## src/rtl/ram_arb2_pkg.sv

```systemverilog
// ram_arb_pkg: shared widths, FSM state and requester id for the ram_arb2 SRAM arbiter
package ram_arb_pkg;
    localparam int AW = 8;
    localparam int DW = 5;
    typedef enum logic [1:0] {IDLE, ISSUE, RWAIT} state_t;
    typedef logic id_t;
endpackage

```

## src/rtl/ram_arb2_if.sv

```systemverilog
// ram_arb2_if: two-client request bus plus SRAM command port; lock0/lock1 exist only with RAM_ARB_LOCK_EN
interface ram_arb2_if;
    import ram_arb_pkg::*;
    logic req0, req1, we0, we1;
    logic [AW-1:0] addr0, addr1;
    logic [DW-1:0] wdata0, wdata1;
    logic gnt0, gnt1, rvalid0, rvalid1;
    logic [DW-1:0] rdata;
    logic ram_cs, ram_we;
    logic [AW-1:0] ram_addr;
    logic [DW-1:0] ram_wdata, ram_rdata;
    logic busy;
`ifdef RAM_ARB_LOCK_EN
    logic lock0, lock1;
`endif
    modport slave(
        input req0, req1, we0, we1, addr0, addr1, wdata0, wdata1, ram_rdata,
`ifdef RAM_ARB_LOCK_EN
        input lock0, lock1,
`endif
        output gnt0, gnt1, rvalid0, rvalid1, rdata, ram_cs, ram_we, ram_addr, ram_wdata, busy
    );
    modport master(
        output req0, req1, we0, we1, addr0, addr1, wdata0, wdata1, ram_rdata,
`ifdef RAM_ARB_LOCK_EN
        output lock0, lock1,
`endif
        input gnt0, gnt1, rvalid0, rvalid1, rdata, ram_cs, ram_we, ram_addr, ram_wdata, busy
    );
endinterface

```

## src/rtl/ram_arb2_rr_pick2.sv

```systemverilog
// rr_pick2: combinational two-way round-robin picker with optional locked owner
module rr_pick2 import ram_arb_pkg::*; (
    input  logic req0,
    input  logic req1,
    input  id_t  last,
    input  logic lock_vld,
    input  id_t  lock_id,
    output id_t  win,
    output logic any
);
    logic lock_hit;
    always_comb begin
        any = req0 | req1;
        lock_hit = lock_vld && (lock_id ? req1 : req0);
        win = lock_hit ? lock_id : (req0 && req1) ? ~last : req1;
    end
endmodule

```

## src/rtl/ram_arb2.sv

```systemverilog
// ram_arb2: two-requester round-robin sequencer for a single-port registered-read SRAM.
// Define RAM_ARB_LOCK_EN to let a requester holding lock keep ownership across transactions.
module ram_arb2 import ram_arb_pkg::*; (
    input logic clk,
    input logic rst,
    ram_arb2_if.slave bus
);
    state_t state, state_n;
    id_t last, id_q, win, lock_id;
    logic any, lock_vld, take;

    rr_pick2 u_pick (
        .req0(bus.req0), .req1(bus.req1), .last(last),
        .lock_vld(lock_vld), .lock_id(lock_id), .win(win), .any(any)
    );

    always_ff @(posedge clk or posedge rst) begin
        if (rst) state <= IDLE;
        else state <= state_n;
    end

    always_comb begin
        take = state == IDLE && any;
        state_n = state == IDLE ? (any ? ISSUE : IDLE)
                : state == ISSUE ? (bus.ram_we ? IDLE : RWAIT)
                : IDLE;
    end

    assign bus.busy = state != IDLE;

    // Command fields are registered on entry to ISSUE so the SRAM sees them for exactly that cycle
    always_ff @(posedge clk or posedge rst) begin
        if (rst) begin
            last <= 1'b1;
            id_q <= 1'b0;
            {bus.gnt0, bus.gnt1, bus.rvalid0, bus.rvalid1, bus.ram_cs, bus.ram_we} <= '0;
            bus.ram_addr <= '0;
            bus.ram_wdata <= '0;
            bus.rdata <= '0;
        end else begin
            bus.gnt0 <= take && !win;
            bus.gnt1 <= take && win;
            bus.ram_cs <= take;
            bus.ram_we <= take && (win ? bus.we1 : bus.we0);
            bus.rvalid0 <= state == RWAIT && !id_q;
            bus.rvalid1 <= state == RWAIT && id_q;
            if (take) begin
                bus.ram_addr <= win ? bus.addr1 : bus.addr0;
                bus.ram_wdata <= win ? bus.wdata1 : bus.wdata0;
                id_q <= win;
                last <= win;
            end
            if (state == RWAIT) bus.rdata <= bus.ram_rdata;
        end
    end

`ifdef RAM_ARB_LOCK_EN
    logic done;
    assign done = (state == ISSUE && bus.ram_we) || state == RWAIT;
    always_ff @(posedge clk or posedge rst) begin
        if (rst) begin
            lock_vld <= 1'b0;
            lock_id <= 1'b0;
        end else if (done) begin
            lock_vld <= id_q ? bus.lock1 : bus.lock0;
            lock_id <= id_q;
        end
    end
`else
    assign lock_vld = 1'b0;
    assign lock_id = 1'b0;
`endif
endmodule

```

## src/flat_wrapper.sv

```systemverilog
// flat-port wrapper written by rule: the top's interface ports become plain ports
module ram_arb2_flat import ram_arb_pkg::*;
  (clk, rst, bus_req0, bus_req1, bus_we0, bus_we1, bus_addr0, bus_addr1, bus_wdata0, bus_wdata1, bus_ram_rdata, bus_gnt0, bus_gnt1, bus_rvalid0, bus_rvalid1, bus_rdata, bus_ram_cs, bus_ram_we, bus_ram_addr, bus_ram_wdata, bus_busy);
  ram_arb2_if bus_i ();
  input logic clk;
  input logic rst;
  input wire logic [$bits(bus_i.req0)-1:0] bus_req0;
  input wire logic [$bits(bus_i.req1)-1:0] bus_req1;
  input wire logic [$bits(bus_i.we0)-1:0] bus_we0;
  input wire logic [$bits(bus_i.we1)-1:0] bus_we1;
  input wire logic [$bits(bus_i.addr0)-1:0] bus_addr0;
  input wire logic [$bits(bus_i.addr1)-1:0] bus_addr1;
  input wire logic [$bits(bus_i.wdata0)-1:0] bus_wdata0;
  input wire logic [$bits(bus_i.wdata1)-1:0] bus_wdata1;
  input wire logic [$bits(bus_i.ram_rdata)-1:0] bus_ram_rdata;
  output wire logic [$bits(bus_i.gnt0)-1:0] bus_gnt0;
  output wire logic [$bits(bus_i.gnt1)-1:0] bus_gnt1;
  output wire logic [$bits(bus_i.rvalid0)-1:0] bus_rvalid0;
  output wire logic [$bits(bus_i.rvalid1)-1:0] bus_rvalid1;
  output wire logic [$bits(bus_i.rdata)-1:0] bus_rdata;
  output wire logic [$bits(bus_i.ram_cs)-1:0] bus_ram_cs;
  output wire logic [$bits(bus_i.ram_we)-1:0] bus_ram_we;
  output wire logic [$bits(bus_i.ram_addr)-1:0] bus_ram_addr;
  output wire logic [$bits(bus_i.ram_wdata)-1:0] bus_ram_wdata;
  output wire logic [$bits(bus_i.busy)-1:0] bus_busy;
  assign bus_i.req0 = bus_req0;
  assign bus_i.req1 = bus_req1;
  assign bus_i.we0 = bus_we0;
  assign bus_i.we1 = bus_we1;
  assign bus_i.addr0 = bus_addr0;
  assign bus_i.addr1 = bus_addr1;
  assign bus_i.wdata0 = bus_wdata0;
  assign bus_i.wdata1 = bus_wdata1;
  assign bus_i.ram_rdata = bus_ram_rdata;
  assign bus_gnt0 = bus_i.gnt0;
  assign bus_gnt1 = bus_i.gnt1;
  assign bus_rvalid0 = bus_i.rvalid0;
  assign bus_rvalid1 = bus_i.rvalid1;
  assign bus_rdata = bus_i.rdata;
  assign bus_ram_cs = bus_i.ram_cs;
  assign bus_ram_we = bus_i.ram_we;
  assign bus_ram_addr = bus_i.ram_addr;
  assign bus_ram_wdata = bus_i.ram_wdata;
  assign bus_busy = bus_i.busy;
  ram_arb2 u_core (.clk(clk), .rst(rst), .bus(bus_i));
endmodule
```

## config.mk

```make
export PLATFORM = sky130hd
export DESIGN_NAME = ram_arb2_flat
export DESIGN_NICKNAME = d
export VERILOG_FILES = /design/src/rtl/ram_arb2_pkg.sv /design/src/rtl/ram_arb2_if.sv /design/src/rtl/ram_arb2_rr_pick2.sv /design/src/rtl/ram_arb2.sv /design/src/flat_wrapper.sv
export SDC_FILE = /design/constraint.sdc
export NUM_CORES = 1
export LEC_CHECK = 0
export BUFFER_PORTS_ARGS = -buffer_cell sky130_fd_sc_hd__buf_2
export CORE_MARGIN = 5
export CORE_UTILIZATION = 23
export DETAILED_ROUTE_END_ITERATION = 7
export PLACE_DENSITY = 0.45
export REMOVE_ABC_BUFFERS = 1
export SLEW_MARGIN = 20
export SYNTH_ARGS = -nofsm -noshare
export SYNTH_HDL_FRONTEND = slang
export SYNTH_HIERARCHICAL = 1
export SYNTH_SLANG_ARGS = --single-unit
```

## constraint.sdc

```tcl
create_clock -name clk -period 2.7 [get_ports clk]
set_input_delay 0 -clock clk [delete_from_list [all_inputs] [get_ports clk]]
set_output_delay 0 -clock clk [all_outputs]
set_load 0.005 [all_outputs]
```

==> results of run 1 <==
==> cells in the mapped netlist, drive strengths merged <==
| library cell | instances | area [sq um] |
|---|---|---|
| mux2i | 2 | 20.0 |
| a21boi | 1 | 7.51 |
| nor2 | 4 | 15.0 |
| or2 | 2 | 12.5 |
| clkinv | 1 | 16.3 |
| dfstp | 1 | 26.3 |
| buf | 4 | 43.8 |
| dfrtp | 26 | 651 |
| clkbuf | 1 | 3.75 |
| conb | 1 | 3.75 |
| nand2b | 1 | 6.26 |
| inv | 3 | 11.3 |
| or3b | 1 | 8.76 |
| nor3b | 1 | 7.51 |
| and2 | 1 | 6.26 |
| mux2 | 33 | 402 |
==> sequential cells by signal (all words and copies together), names as in the netlist <==
| signal | cells |
|---|---|
| u_core/bus.ram_addr | 8 |
| u_core/bus.rdata | 5 |
| u_core/bus.ram_we | 1 |
| u_core/id_q | 1 |
| u_core/state | 2 |
| u_core/bus.gnt1 | 1 |
| u_core/bus.gnt0 | 1 |
| u_core/bus.rvalid1 | 1 |
| u_core/bus.ram_wdata | 5 |
| u_core/bus.rvalid0 | 1 |
| u_core/last | 1 |
==> through the flow <==
stage	utilization [%]	setup WS [ps]
floorplan	-	624
global placement	30.8	729
detailed placement	30.8	634
CTS	33.1	428
global route	33.3	331
finish	33.3	493
==> power by group through the flow <==
stage	logic (uW)	clock network (uW)	registers (uW)
5_1_grt	735	263	722
3_5_place_dp	674	0	706
6_report	667	222	692
4_1_cts	686	243	697
3_3_place_gp	661	0	697
2_1_floorplan	387	0	711
==> placed cells by master (no fill, tap or decap), drive strengths merged <==
cell type,n
or2,2
dlygate4sd3,8
clkinv,2
buf,61
dfstp,1
or3b,1
conb,2
clkbuf,3
mux2,33
a21boi,1
and2,1
dfrtp,26
nand2b,1
mux2i,2
inv,3
nor2,4
nor3b,1
==> critical path, stage by stage, from the launching register on <==
cell and delay (ps):
dfstp_2 380, inv_1 40, mux2i_1 70, a21boi_2 740, mux2i_1 260, dlygate4sd3_1 560, nor2_1 40
==> metal layers <==
layer	global-route usage, %	share of wire [%]
met3	2.96	7.0
met4	2.63	0.70
met1	10.1	41
met5	0	0
met2	15.3	51
==> kinds of logic (layout without fill, tap and decap cells) <==
| family | Yosys count | in the layout |
|---|---|---|
| AO/OA/AOI/OAI | 1 | 1 |
| buffers and inverters | 9 | 77 |
| AND/OR/NAND/NOR | 10 | 10 |
| flip-flops | 27 | 27 |
| other | 1 | 2 |
| multiplexers | 35 | 35 |
==> final cells by class <==
type	instances	area [sq um]	share of cell area, %
timing repair buffer	69	385	22.4
sequential	27	677	39.3
clock buffer	3	41.3	2.40
multi-input combinational	48	497	28.9
inverter	4	27.5	1.60
tap	70	87.6	5.09
clock inverter	1	5.00	0.291
==> worst max-delay path by stage <==
stage,slack [ps],to,cells past startpoint,from
after detailed placement,630,u_core/bus.ram_wdata[4],5,u_core/last
after floorplan,620,u_core/bus.ram_addr[7],5,u_core/last
after global placement,730,u_core/bus.ram_wdata[3],5,u_core/last
final,490,u_core/bus.ram_we,6,u_core/last
after global routing,330,u_core/bus.ram_we,6,u_core/last
after CTS,430,u_core/bus.ram_we,6,u_core/last
==> repair_timing <==
action	4_1_cts	5_1_grt
buffers inserted	0	0
endpoints found under the hold margin	6	26
hold buffers	7	1
==> metrics.md, run 1 <==
| Metric | Value |
|---|---|
| Seq pwr share | a little over two fifths |
| Fillcell total | about 530 |
| Hold Path Stages | 3 |
| Part of the total power dissipated in combinational logic | between 40% and 50% |
| Type of the most critical hold path | in2reg |
| Path depth of the worst reg2reg path | 6 |
| Global-route wire length before repair | between 4000 and 5000 um |
| Dominant combinational cell family by area after synthesis | multiplexers |
| Final setup fails | 0 |
| IO Count | 62 |
| Chip height | roughly 83 um |
| Reg-to-reg critical path endpoint | u_core/bus.ram_we |
| Quantity of gates resized following cts | 0 |
| Worst hold path startpoint | bus_wdata1[1] |
| RD Place Congestion | just over 0.7 |
| X dimension of the die | between 80 and 90 um |
| Synth warn | 6 |
| Starting utilization of the core area | about a quarter |
| Vias in the first global route | just under 1000 |
| Share of the yosys chip area belonging to registers | 54.5% |
| Number of vias after detailed routing | just under 900 |
| Worst-case headroom to the max-slew limit | between 30% and 40% |
| TritonCTS clock tree | built |
| Post-Synth Simple-Gate Area | about 4.5% |
| Fraction of the cycle the final worst path needs | about four fifths |
| Number of routed nets with antenna violations | 0 |
| Max VDD drop | roughly 0.24 mV |
| Detailed-route wire length per cell | between 10 and 15 um |
| Antenna diode count | 0 |
| Die Footprint | approximately 7000 sq um |
| Post-synthesis compound-gate area fraction | 0.605% |
| Pin slew with the least headroom to its limit | a little under 1000 ps |
| Count of H-tree levels built during CTS | 1 |
| Required time of the critical path | around 2900 ps |
| Multiplexer share of the synthesized area | between 30% and 40% |
| Lkg Pwr | around 0.00086 uW |
| Reg2reg setup slack | 490 ps |
| Run status | completed |
| Pin count of the biggest net entering global routing | 28 |
| Count of state elements after synthesis | 27 |
| Maximum capacitance violations | 0 |
| Max Clk Rate | approximately 0.45 GHz |
| I/O Buffers | between 60 and 70 |
| Worst setup path category | reg2reg |
| Number of cells after detailed placement | 210 |
| P&R area growth vs syn | 38.6% |
| Final routed wirelength across all metal layers | 2850 um |
| Crit path capture type | flop |
| Arrival time reported for the critical path endpoint | about 2400 ps |
| DR DRC count | 0 |
| Adder-cell share of the synthesized area | 0% |
| Core Area | slightly above 5000 sq um |
| Switching Power | between 400 and 500 uW |
| Number of search-and-repair iterations in the first detailed-routing pass | 4 |
| Max Root-Sink Buffers | 2 |
| Setup_tns | 0 ps |
| Final Critical Period | between 2000 and 2500 ps |
| Post-synthesis average cell area | ~15 sq um |
| Number of hold-slack violations in the final timing report | 0 |
| Reg2Reg Launch Point | u_core/last |
| Clock root buffer | clkbuf_8 |
| Synthesized area | between 1000 and 1500 sq um |
| Skew final | 2.39 ps |
| Overflow left after global routing | 0 |
| Mapped Cells | between 80 and 90 |
| Clock buffer count from CTS | 3 |
| Startpoint class of the critical path | flop |
| Antenna violations before repair | 0 |
| Clock transition at the registers of the reported paths | 90 ps |
| Power density over cell area | roughly 920 nW/um^2 |
| TritonCTS Sinks | 27 |
| Later-pin clock latency in the skew report | 260 ps |
| Fraction of power spent switching nets | ~30% |
| Vias per cell | between 3 and 4 |
| Largest fanout on the critical path | 18 |
| HPWL reported at the end of detailed placement | around 2200 um |
| Total power draw | ~1600 uW |
| Xor/xnor cell area share of the yosys netlist | 0% |
| Fin. max-slew vios | 0 |
| Layout cell share with drive strength beyond 1 | 68.4% |
| Internal power summed over all cells | roughly 1100 uW |
| Clk pwr share | about 14% |
| Setup repair after global routing missed its margin | false |
| Drt initial violations | 12 |
| Final instance area | about 1700 sq um |
| Worst Hold Slack | 86.5 ps |
| Post-place instance area | 1590 sq um |
| Synth cell types | 20 |
| Overall fraction of global-route tracks in use | just under 9% |
| Terminating pin of the worst hold path | u_core/bus.ram_wdata[1] |
| Number of nets in the finished design | between 150 and 200 |
| Final instance count without filler cells | 222 |
| Number of cell rows | 26 |
Note: power is estimated with default switching activity, not from simulation.
==> inputs of run 2 (changes only) <==
==> constraint.sdc (replaced) <==
create_clock -name clk -period 2.07 [get_ports clk]
set_input_delay 0 -clock clk [delete_from_list [all_inputs] [get_ports clk]]
set_output_delay 0 -clock clk [all_outputs]
set_load 0.005 [all_outputs]
==> metrics.md, run 2 (synthesis results as in run 1) <==
| Metric | Value |
|---|---|
| Run status | completed |
| Setup repair after global routing missed its margin | false |
| Hold buffers post-CTS | 8 (+1) |
| Max Root-Sink Buffers | 2 (unchanged) |
| Clock buffer count from CTS | 3 (unchanged) |
| Number of routed nets with antenna violations | 0 (unchanged) |
| Worst setup path category | reg2reg |
| Worst Hold Slack | 80.0 ps (-6.53 ps) |
| Number of cell rows | 26 (unchanged) |
| Clock root buffer | clkbuf_8 |
| Die Footprint | 6970 sq um (unchanged) |
| Power density over cell area | 1190 nW/um^2 (+29%) |
| Later-pin clock latency in the skew report | 270 ps (about the same) |
| Final Critical Period | 1850 ps (-358 ps) |
| Setup_tns | 0 ps (unchanged) |
| Worst hold path startpoint | bus_addr1[7] |
| Commonest non-fill, non-tap cells in the layout | buf_2, dfrtp_1, mux2_2 |
| IO Count | 62 (unchanged) |
| Switching Power | 619 uW (+31%) |
| Lkg Pwr | 0.000871 uW (+1.5%) |
| Vias in the first global route | 1051 (+6.8%) |
| Vias per cell | 3.91 (-0.20%) |
| Seq pwr share | 43.5% (-0.3 points) |
| Overflow left after global routing | 0 (unchanged) |
| Worst setup path start | u_core/last |
| Antenna violations before repair | 0 (unchanged) |
| Arrival time reported for the critical path endpoint | 2010 ps (-340 ps) |
| Number of search-and-repair iterations in the first detailed-routing pass | 3 (-1) |
| Most common cell after layout, fill and taps aside | buf_2 |
| Reg2Reg Launch Point | u_core/last |
| Number of hold-slack violations in the final timing report | 0 (unchanged) |
| HPWL reported at the end of detailed placement | 2280 um (+4.1%) |
| Total setup buffers inserted after CTS | 0 (unchanged) |
| Largest fanout on the critical path | 9 (-9) |
| Fraction of power spent switching nets | 29.8% (-0.035 points) |
| Drt initial violations | 11 (-1) |
| Pin count of the biggest net entering global routing | 16 (-43%) |
| Clk pwr share | 14.2% (about the same) |
| Crit path capture type | flop |
| Type of the most critical hold path | in2reg |
| Count of H-tree levels built during CTS | 1 (unchanged) |
| Sequential cell area | 677 sq um (unchanged) |
| P&R area growth vs syn | 40.3% |
| Layout cell share with drive strength beyond 1 | 67.7% (-0.68 points) |
| TritonCTS clock tree | built |
| Final setup fails | 0 (unchanged) |
| Fraction of the cycle the final worst path needs | 89.3% (+7.6 points) |
| Chip height | 83.5 um (unchanged) |
| Quantity of gates resized following cts | 0 (unchanged) |
| Skew final | 1.97 ps (-0.421 ps) |
| Detailed-route wire length per cell | 12.6 um (-2.1%) |
| Core Area | 5170 sq um (unchanged) |
| I/O Buffers | 61 (unchanged) |
| Number of vias after detailed routing | 880 (+1.1%) |
| Starting utilization of the core area | 24.0% (unchanged) |
| Biggest registers after layout | u_core/bus.ram_addr (8), u_core/bus.ram_wdata (5), u_core/bus.rdata (5) |
| TritonCTS Sinks | 27 (unchanged) |
| Fin. max-slew vios | 0 (unchanged) |
| Top register by number of flip-flops | u_core/bus.ram_addr |
| Clock transition at the registers of the reported paths | 90 ps (about the same) |
| Maximum capacitance violations | 0 (unchanged) |
| Internal power summed over all cells | 1460 uW (+31%) |
| Overall fraction of global-route tracks in use | 8.68% (-0.067 points) |
| X dimension of the die | 83.5 um (unchanged) |
| Max VDD drop | 0.334 mV (+37%) |
| Required time of the critical path | 2230 ps (-620 ps) |
| Part of the total power dissipated in combinational logic | 42.3% (about the same) |
| Max Clk Rate | 0.541 GHz (+19%) |
| Combined area of the multi-input logic cells | 497 sq um (unchanged) |
| Worst-case headroom to the max-slew limit | 61.6% (+27 points) |
| Flip-flop count of the largest register, all copies and words added | 8 (unchanged) |
| Global-route wire length before repair | 5020 um (+2.3%) |
| RD Place Congestion | 0.716 (+0.41%) |
| DR DRC count | 0 (unchanged) |
| Startpoint class of the critical path | flop |
| Number of nets in the finished design | 193 (+1.6%) |
| Fillcell total | 548 (+4.4%) |
| Antenna diode count | 0 (unchanged) |
| Pin slew with the least headroom to its limit | 575 ps (-395 ps) |
| Final routed wirelength across all metal layers | 2830 um (-0.81%) |
[run 2: final timing paths]
| kind | endpoint | slack [ps] | cells after the start |
|---|---|---|---|
| worst min-delay path | u_core/bus.ram_addr[7] | 80 | 3 |
| max in group asynchronous | u_core/bus.rvalid1 | 1150 | 4 |
| worst min register to register | u_core/state[1] | 440 | 1 |
| worst max register to register | u_core/bus.ram_wdata[1] | 220 | 6 |
| worst max-delay path | u_core/bus.ram_wdata[1] | 220 | 6 |
| min in group asynchronous | u_core/bus.ram_wdata[1] | 330 | 3 |
[run 2: layout make-up]
cell class	instances	area share [%]
clock buffers	4	2.59
flip-flops and latches	27	38.9
repair buffers	72	23.4
well taps	70	5.03
multi-input cells	48	28.5
inverters	4	1.58
[run 2: critical path: stages, from the launching register on]
cell	delay [ps]
dfstp_2	380
inv_1	40
mux2i_1	80
a21boi_2	420
buf_4	250
mux2_2	330
mux2_2	260
[run 2: through the flow]
stage	setup WS, ps	util (%)	cell area [sq um]	power, uW	std cells
global placement	272	31.3	1620	1780	213
detailed placement	192	31.3	1620	1810	213
finish	221	33.7	1740	2070	225
CTS	169	33.7	1740	2120	225
floorplan	-6.12	-	1200	1430	79
global route	89.0	33.7	1740	2240	225
[run 2: power groups by stage]
| stage | logic (uW) | clock network (uW) | registers, uW |
|---|---|---|---|
| 2_1_floorplan | 504 | 0 | 928 |
| 3_3_place_gp | 873 | 0 | 907 |
| 3_5_place_dp | 890 | 0 | 916 |
| 4_1_cts | 904 | 312 | 907 |
| 5_1_grt | 968 | 333 | 940 |
| 6_report | 877 | 295 | 902 |
[run 2: per-layer routing]
layer  vias up  part of all wire (%)  GRT usage, %
met5         -                     0             0
met4         0                     0          2.63
met3         0                   6.3          2.96
met2        38                    51          15.2
met1       414                    43          9.93
li1        428                     -             -
==> inputs of run 3 (changes only) <==
--- a/config.mk
+++ b/config.mk
@@ -10,7 +10,6 @@
 export CORE_UTILIZATION = 23
 export DETAILED_ROUTE_END_ITERATION = 7
 export PLACE_DENSITY = 0.45
-export REMOVE_ABC_BUFFERS = 1
 export SLEW_MARGIN = 20
 export SYNTH_ARGS = -nofsm -noshare
 export SYNTH_HDL_FRONTEND = slang
==> metrics.md, run 3 (synthesis results as in run 1) <==
| Metric | Value |
|---|---|
| Met3 Usage GRT | 2.86% (-0.099 points) |
| HPWL reported at the end of detailed placement | 2220 um (-2.5%) |
| Overflow left after global routing | 0 (unchanged) |
| Global-route wire length before repair | 4750 um (-5.2%) |
| Max VDD drop | 0.381 mV (+14%) |
| Setup_tns | 0 ps (unchanged) |
| Skew final | 5.51 ps (+3.54 ps) |
| Count of H-tree levels built during CTS | 1 (unchanged) |
| Startpoint class of the critical path | flop |
| Worst Hold Slack | 82.2 ps (+2.29 ps) |
| Layout cell share with drive strength beyond 1 | 68.4% (+0.65 points) |
| Crit path capture type | flop |
| Commonest non-fill, non-tap cells in the layout | buf_2, dfrtp_1, mux2_2 |
| Lkg Pwr | 0.000874 uW (+0.31%) |
| Max Root-Sink Buffers | 2 (unchanged) |
| Number of hold-slack violations in the final timing report | 0 (unchanged) |
| Type of the most critical hold path | in2reg |
| IO Count | 62 (unchanged) |
| Post-place setup slack | 364 ps (+172 ps) |
| I/O Buffers | 61 (unchanged) |
| Number of vias after detailed routing | 868 (-1.4%) |
| Total power draw | 2080 uW (+0.20%) |
| Vias in the first global route | 973 (-7.4%) |
| GR Util met2 | 14.1% (-1.2 points) |
| Power density over cell area | 1190 nW/um^2 (+0.13%) |
| Final Critical Period | 1930 ps (+81.1 ps) |
| Global routing's busiest layer | met2 |
| Drt initial violations | 34 (+23) |
| Top register by number of flip-flops | u_core/bus.ram_addr |
| Global-route track usage on met1 | 9.95% (+0.012 points) |
| Number of routed nets with antenna violations | 0 (unchanged) |
| TritonCTS clock tree | built |
| TritonCTS Sinks | 27 (unchanged) |
| Run status | completed |
| Core Area | 5170 sq um (unchanged) |
| Clock root buffer | clkbuf_8 |
| Number of search-and-repair iterations in the first detailed-routing pass | 4 (+1) |
| Number of cell rows | 26 (unchanged) |
| Fraction of the cycle the final worst path needs | 93.3% (+3.9 points) |
| P&R area growth vs syn | 40.4% (about the same) |
| Final setup fails | 0 (unchanged) |
| Later-pin clock latency in the skew report | 270 ps (about the same) |
| Smallest setup slack after layout | 139 ps (-81.1 ps) |
| Clock buffer count from CTS | 3 (unchanged) |
| Fin. max-slew vios | 0 (unchanged) |
| Largest fanout on the critical path | 10 (+1) |
| Clock transition at the registers of the reported paths | 90 ps (about the same) |
| Most common cell after layout, fill and taps aside | buf_2 |
| Biggest registers after layout | u_core/bus.ram_addr (8), u_core/bus.ram_wdata (5), u_core/bus.rdata (5) |
| Chip height | 83.5 um (unchanged) |
| X dimension of the die | 83.5 um (unchanged) |
| Starting utilization of the core area | 24.0% (unchanged) |
| Antenna diode count | 0 (unchanged) |
| Max Clk Rate | 0.518 GHz (-4.2%) |
| Number of nets in the finished design | 193 (unchanged) |
| DR DRC count | 0 (unchanged) |
| Detailed-route wire length per cell | 12.6 um (+0.46%) |
| Flip-flop count of the largest register, all copies and words added | 8 (unchanged) |
| Final routed wirelength across all metal layers | 2840 um (+0.46%) |
| Maximum capacitance violations | 0 (unchanged) |
| Worst setup path category | reg2reg |
| Vias per cell | 3.86 (-1.4%) |
| Required time of the critical path | 2220 ps (about the same) |
| Final Util | 33.7% (about the same) |
| Antenna violations before repair | 0 (unchanged) |
| Arrival time reported for the critical path endpoint | 2080 ps (+70 ps) |
| Die Footprint | 6970 sq um (unchanged) |
| Overall fraction of global-route tracks in use | 8.41% (-0.26 points) |
| Pin count of the biggest net entering global routing | 28 (+12) |
| RD Place Congestion | 0.722 (+0.82%) |
| Setup repair after global routing missed its margin | false |
## run 3: cell types whose count changed in the layout (fill, tap and decap cells not counted)
cell / before / now
clkbuf_1: 1 / 0
clkinv_2: 0 / 1
## run 3: layout make-up
type / count / area, sq um
clock buffers: 3 / 41.3
clock inverters: 1 / 5.00
fillers: 533 / 3430
inverters: 4 / 27.5
multi-input cells: 48 / 497
flip-flops and latches: 27 / 677
well taps: 70 / 87.6
repair buffers: 72 / 408
## run 3: metrics by stage
step | instance area, sq um | instances
2_1_floorplan | 1240 | 84
3_3_place_gp | 1620 | 213
3_5_place_dp | 1620 | 213
4_1_cts | 1740 | 225
5_1_grt | 1740 | 225
6_report | 1740 | 225
## run 3: power by group
part           switching, uW  leakage, uW  internal, uW
Clock                    158    0.0000255           135
Combinational            345     0.000524           539
Sequential               121     0.000325           781
## run 3: final timing paths
kind	start	end	slack (ps)	depth (start not counted)
min in group asynchronous	rst	u_core/bus.ram_addr[3]	330	4
max reg2reg	u_core/last	u_core/bus.ram_we	140	7
min reg2reg	u_core/bus.ram_we	u_core/state[1]	440	1
max	u_core/last	u_core/bus.ram_we	140	7
max in group asynchronous	rst	u_core/last	1450	4
min	bus_addr0[2]	u_core/bus.ram_addr[2]	80	3
## run 3: metal layers
layer  routed length [um]  up-vias
met1                 1160      401
met3                  235        2
met5                    0        -
met4                   26        0
li1                     -      422
met2                 1420       43
## run 3: worst max-delay path, cell delays in order (launching register included)
cell           delay (ps)
dfstp_2               530
inv_1                  30
mux2i_1               160
a21boi_2              130
buf_4                 200
mux2i_1               140
dlygate4sd3_1         570
nor2_1                 40
## run 3: repair_timing
| action | in CTS | in global routing |
|---|---|---|
| resized for setup | 0 | 0 |
| buffers inserted | 0 | 0 |
| endpoints found under the setup margin | 0 | 0 |
| hold buffers | 8 | 0 |
| endpoints found under the hold margin | 32 | 0 |
